$ cat config.mk
export PLATFORM = sky130hd
export DESIGN_NAME = result_writer
export DESIGN_NICKNAME = d
export VERILOG_FILES = /design/src/rtl/result_writer_pkg.sv /design/src/rtl/result_writer_sat.sv /design/src/rtl/result_writer.sv
export SDC_FILE = /design/constraint.sdc
export NUM_CORES = 1
export LEC_CHECK = 0
export BUFFER_PORTS_ARGS = -buffer_cell sky130_fd_sc_hd__clkbuf_2
export CELL_PAD_IN_SITES_DETAIL_PLACEMENT = 2
export CELL_PAD_IN_SITES_GLOBAL_PLACEMENT = 2
export CORE_MARGIN = 4
export CORE_UTILIZATION = 39
export DETAILED_ROUTE_END_ITERATION = 10
export PLACE_DENSITY = 0.9
export RECOVER_POWER = 100
export SYNTH_ARGS = -nofsm -noshare
export SYNTH_HDL_FRONTEND = slang
export SYNTH_SLANG_ARGS = --single-unit
$ cat constraint.sdc
create_clock -name clk -period 5.4 [get_ports clk]
set_input_delay 0.54 -clock clk [delete_from_list [all_inputs] [get_ports clk]]
set_output_delay 0.54 -clock clk [all_outputs]
set_load 0.02 [all_outputs]
$ cat src/rtl/result_writer_pkg.sv
// Shared image-pipeline definitions: frame size defaults, pixel/result widths
// and the result writer state encoding.
package result_writer_pkg;

  localparam int IMG_W_DEF = 256;
  localparam int IMG_H_DEF = 256;
  localparam int PIX_W     = 8;
  localparam int RES_W     = 12;

  typedef enum logic [1:0] {
    IDLE   = 2'd0,
    BORDER = 2'd1,
    RUN    = 2'd2,
    DONE   = 2'd3
  } rw_state_e;

endpackage

$ cat src/rtl/result_writer_sat.sv
// sat_u8: combinational clamp of a signed filter result into an unsigned pixel.
module sat_u8
  import result_writer_pkg::*;
(
  input  logic signed [RES_W-1:0] res,
  output logic        [PIX_W-1:0] pix
);

  always_comb begin
    if (res[RES_W-1])                 pix = '0;
    else if (|res[RES_W-2:PIX_W])     pix = '1;
    else                              pix = res[PIX_W-1:0];
  end

endmodule

$ cat src/rtl/result_writer.sv
// Writes one filtered frame to output memory: zero border first, then the
// interior results in raster order, then a one-cycle frame_done pulse.
module result_writer
  import result_writer_pkg::*;
#(
  parameter int IMG_W  = IMG_W_DEF,
  parameter int IMG_H  = IMG_H_DEF,
  parameter int ADDR_W = 16
) (
  input  logic                    clk,
  input  logic                    rst,
  input  logic                    start,
  input  logic signed [RES_W-1:0] res_in,
  input  logic                    res_valid,
  output logic                    res_ready,
  output logic                    mem_we,
  output logic [ADDR_W-1:0]       mem_addr,
  output logic [PIX_W-1:0]        mem_wdata,
  output logic                    busy,
  output logic                    frame_done
);

  localparam int CW = $clog2(IMG_W);
  localparam int RW = $clog2(IMG_H);
  localparam logic [CW-1:0] COL_LAST  = CW'(IMG_W - 1);
  localparam logic [CW-1:0] ICOL_LAST = CW'(IMG_W - 3);
  localparam logic [RW-1:0] ROW_LAST  = RW'(IMG_H - 1);
  localparam logic [RW-1:0] IROW_LAST = RW'(IMG_H - 3);
  localparam logic [ADDR_W-1:0] A_ONE   = ADDR_W'(1);
  localparam logic [ADDR_W-1:0] A_SKIP  = ADDR_W'(3);
  localparam logic [ADDR_W-1:0] A_JUMP  = ADDR_W'(IMG_W - 1);
  localparam logic [ADDR_W-1:0] A_FIRST = ADDR_W'(IMG_W + 1);

  rw_state_e         state, state_nxt;
  logic [CW-1:0]     col;
  logic [RW-1:0]     row;
  logic [ADDR_W-1:0] addr;
  logic              last_acc;
  logic              accept, edge_row, border_end, int_end;
  logic [PIX_W-1:0]  pix;

  sat_u8 u_sat (.res(res_in), .pix(pix));

  assign edge_row   = (row == '0) || (row == ROW_LAST);
  assign border_end = (row == ROW_LAST) && (col == COL_LAST);
  assign int_end    = (row == IROW_LAST) && (col == ICOL_LAST);
  assign accept     = res_valid && res_ready;

  always_ff @(posedge clk or posedge rst) begin
    if (rst) state <= IDLE;
    else     state <= state_nxt;
  end

  // The output register is only ever empty or being written this cycle, so
  // RUN can accept every cycle until the final result has been taken.
  always_comb begin
    state_nxt  = state;
    res_ready  = 1'b0;
    busy       = 1'b1;
    frame_done = 1'b0;
    case (state)
      IDLE: begin
        busy = 1'b0;
        if (start) state_nxt = BORDER;
      end
      BORDER: if (border_end) state_nxt = RUN;
      RUN: begin
        res_ready = !last_acc;
        if (last_acc) state_nxt = DONE;
      end
      DONE: begin
        frame_done = 1'b1;
        state_nxt  = IDLE;
      end
      default: state_nxt = IDLE;
    endcase
  end

  // row/col/addr walk the border first, then are reloaded for the interior.
  always_ff @(posedge clk or posedge rst) begin
    if (rst) begin
      col       <= '0;
      row       <= '0;
      addr      <= '0;
      last_acc  <= 1'b0;
      mem_we    <= 1'b0;
      mem_addr  <= '0;
      mem_wdata <= '0;
    end else begin
      mem_we <= 1'b0;
      case (state)
        IDLE: if (start) begin
          col      <= '0;
          row      <= '0;
          addr     <= '0;
          last_acc <= 1'b0;
        end
        BORDER: begin
          mem_we    <= 1'b1;
          mem_addr  <= addr;
          mem_wdata <= '0;
          if (border_end) begin
            col  <= '0;
            row  <= '0;
            addr <= A_FIRST;
          end else if (edge_row) begin
            if (col == COL_LAST) begin
              col <= '0;
              row <= row + RW'(1);
            end else begin
              col <= col + CW'(1);
            end
            addr <= addr + A_ONE;
          end else if (col == '0) begin
            // middle rows: jump straight from the left edge to the right edge
            col  <= COL_LAST;
            addr <= addr + A_JUMP;
          end else begin
            col  <= '0;
            row  <= row + RW'(1);
            addr <= addr + A_ONE;
          end
        end
        RUN: if (accept) begin
          mem_we    <= 1'b1;
          mem_addr  <= addr;
          mem_wdata <= pix;
          if (int_end) begin
            last_acc <= 1'b1;
          end else if (col == ICOL_LAST) begin
            // skip right border of this row and left border of the next
            col  <= '0;
            row  <= row + RW'(1);
            addr <= addr + A_SKIP;
          end else begin
            col  <= col + CW'(1);
            addr <= addr + A_ONE;
          end
        end
        default: ;
      endcase
    end
  end

endmodule

==> reports/metrics.yaml <==
pwr:
  internal_power_mw: 1.18
  seqPwrFrac_pct: 27.6
  switching_share_pct: 53.0
  p_switching_mw: 1.33
  clkPwrFrac_pct: 17.4
  p_total_mw: 2.51
  p_per_area_mw_per_mm2: 588
  peakVddDrop_v: 0.000228
  combPwrFrac_pct: 55.0
  leakage_nw: 1.75
finish:
  diodes: 0
  areaGrowthSynthToFinish_pct: 11.3
  layout_common_cells: "dfrtp_1, o21ai_0, nand2_1"
  drive_gt1_share_pct: 12.2
  nNetsFinal: 493
  layout_commonest_cell: "dfrtp_1"
cts:
  cts_setup_buffers: 0
  cts.sinks: 60
  cts_hold_buf: 0
  htree_levels: 3
  clockBufferDepth: 2
  clk_pin_slew_ns: 0.09
  clock_latency_ns: 0.36
  cts_root_buf: "clkbuf_8"
  cts.repair.resized: 0
  cts_tree: "yes"
  cts_buffers: 9
critical_path:
  crit_fanout: 20
  crit_type: "reg2reg"
  ff2ff_setup_slack_ns: 1.16
  crit_path_start_kind: "flop"
  crit_path_end_kind: "flop"
  crit_arrival_ns: 4.41
  cp.required_ns: 5.57
detailed_routing:
  met1Wirelength_mm: 5.88
  top_layer: "met4"
  firstDrtPassIters: 4
  met2_length_mm: 7.74
  drt_iter0_markers: 206
  drc: 0
  vias: 3818
  drt-total-wl_mm: 14.9
  ant_nets: 0
  via_per_inst: 6.38
  met3_length_um: 575
  wl_per_cell_um: 25.0
run:
  cap_violations: 1
yosys:
  synth_area_per_cell_um2: 8.82
  syn_nets: 463
  synth-main-ff-cell: "dfrtp_1"
  ys_ff_latch: 60
  yosysWarnings: 0
  seq_area_frac_synth_pct: 39.2
  synth_edf_count: 0
  syn_inst: 434
  yosysUniqueCellTypes: 65
  synth_area_mm2: 0.00383
  synthArstFlopShare_pct: 100
run_status:
  violations: "max-capacitance violations, max-slew violations"
  status: "finished, violations left"
placed_design:
  port_buffers: 43
  hpwlAfterDp_mm: 9.45
  globalplace.congestion: 0.862
timing:
  tightestPinTransition_ns: 3.39
  post-route-period-util_pct: 78.5
  slew_violations: 61
  clock_skew_ns: 0.0168
  fin_crit_ns: 4.24
  relSlewSlack_pct: -126
  report.final.setup_viol: 0
  max_freq_mhz: 236
  setup-tns-final_ns: 0
  hold_viol: 0
  rsz0062_at_grt: "false"
global_routing:
  first_global_vias: 4309
  overflow: 0
  grt_pass1_wl_mm: 23.9
  grt_use_total_pct: 26.8
  antenna_found_initial: 0
  grt_max_degree: 61
floorplan:
  core_area_mm2: 0.00942
  floorplan.io_pins: 44
  die_x_um: 107
  rows: 35
  dieHeight_um: 107
  start_util_pct: 40.7
  die_area_mm2: 0.0115
min_path:
  hp-class: "in2reg"
==> synth_stat cells (all sizes together) (3+ instances only) <==
library cell | instances | area (um2)
clkbuf | 18 | 67.6
or2 | 3 | 18.8
mux2i | 4 | 52.6
or4 | 5 | 45.0
dfrtp | 60 | 1500
and3 | 8 | 50.1
inv | 15 | 56.3
o21ai | 48 | 240
o2bb2ai | 3 | 26.3
a21boi | 3 | 22.5
a211oi | 7 | 52.6
nor3 | 11 | 55.1
o21a | 3 | 22.5
a21o | 4 | 30.0
o31ai | 11 | 82.6
nand3 | 27 | 135
ha | 13 | 163
and2 | 9 | 58.8
a21oi | 26 | 138
nand2 | 38 | 145
or3 | 4 | 25.0
o211a | 3 | 30.0
mux2 | 14 | 158
nor4 | 6 | 37.5
nand4 | 11 | 83.8
a31oi | 7 | 43.8
nor2b | 5 | 31.3
nand2b | 3 | 18.8
o22ai | 4 | 25.0
nor2 | 24 | 90.1
buf | 7 | 45.0
==> kinds of logic (layout without fill, tap and decap cells) <==
logic type      count (synthesis)  in the layout  synth area share (%)
buf+inv                        40             75                  4.41
compound gates                143            143                  24.5
mux                            18             18                  5.49
fa+ha+maj                      13             13                  4.25
flops                          60             60                  39.2
simple gates                  160            160                  22.1
==> worst max-delay path: stages (launching register included) <==
cell	delay (ns)
dfrtp_1	0.42
inv_1	0.15
ha_1	0.59
nand4_1	0.21
or4_1	0.53
and2_0	0.63
and3_1	0.42
o21bai_1	0.21
a2111oi_0	0.88
==> state kept, by name, summed over array words and instances, names as in the netlist <==
signal	flops
mem_addr	16
state	2
addr	16
mem_wdata	8
mem_we	1
row	8
last_acc	1
col	8
==> routing by layer <==
metal / track usage [%] / vias to the layer above
li1: - / 1688
met1: 31.6 / 1955
met2: 46.2 / 116
met3: 3.97 / 59
met4: 15.2 / 0
met5: 0 / -
==> power groups by stage <==
stage | clock (mW) | sequential [mW] | combinational (mW)
after floorplan | 0 | 0.699 | 0.932
after global placement | 0 | 0.675 | 1.26
after global routing | 0.462 | 0.705 | 1.49
final | 0.436 | 0.692 | 1.38
after CTS | 0.440 | 0.688 | 1.40
after detailed placement | 0 | 0.690 | 1.34
==> cell type report <==
type                            instances  area (um2)
Tap cell                              129         161
Clock buffer                            9         124
Clock inverter                          7        76.3
Sequential cell                        60        1500
Multi-Input combinational cell        334        2160
Fill cell                            1074        5150
Inverter                               15        56.3
Timing Repair Buffer                   44         184
==> through the flow <==
step / instance area, um2 / hold slack (ns) / util [%] / std cells / worst slack, ns
after floorplan: 3830 / 0.496 / - / 434 / 3.04
after global placement: 4110 / 0.464 / 43.7 / 582 / 2.51
after detailed placement: 4110 / 0.484 / 43.7 / 582 / 2.19
after CTS: 4310 / 0.423 / 45.8 / 598 / 1.89
after global routing: 4260 / 0.526 / 45.3 / 598 / 1.05
final: 4260 / 0.484 / 45.3 / 598 / 1.16
==> worst paths after layout <==
path,from,to,cells after the start
max in group asynchronous,rst,row[7]$_DFFE_PP0P_,3
setup / recovery,state[0]$_DFFE_PP0P_,addr[9]$_DFFE_PP0P_,8
min in group asynchronous,rst,mem_addr[0]$_DFFE_PP0P_,3
setup reg to reg,state[0]$_DFFE_PP0P_,addr[9]$_DFFE_PP0P_,8
hold / removal,res_in[4],mem_wdata[4]$_DFFE_PP0P_,3
hold reg to reg,mem_wdata[7]$_DFFE_PP0P_,mem_wdata[7]$_DFFE_PP0P_,2
No activity file was read; power rests on OpenSTA's default activity.
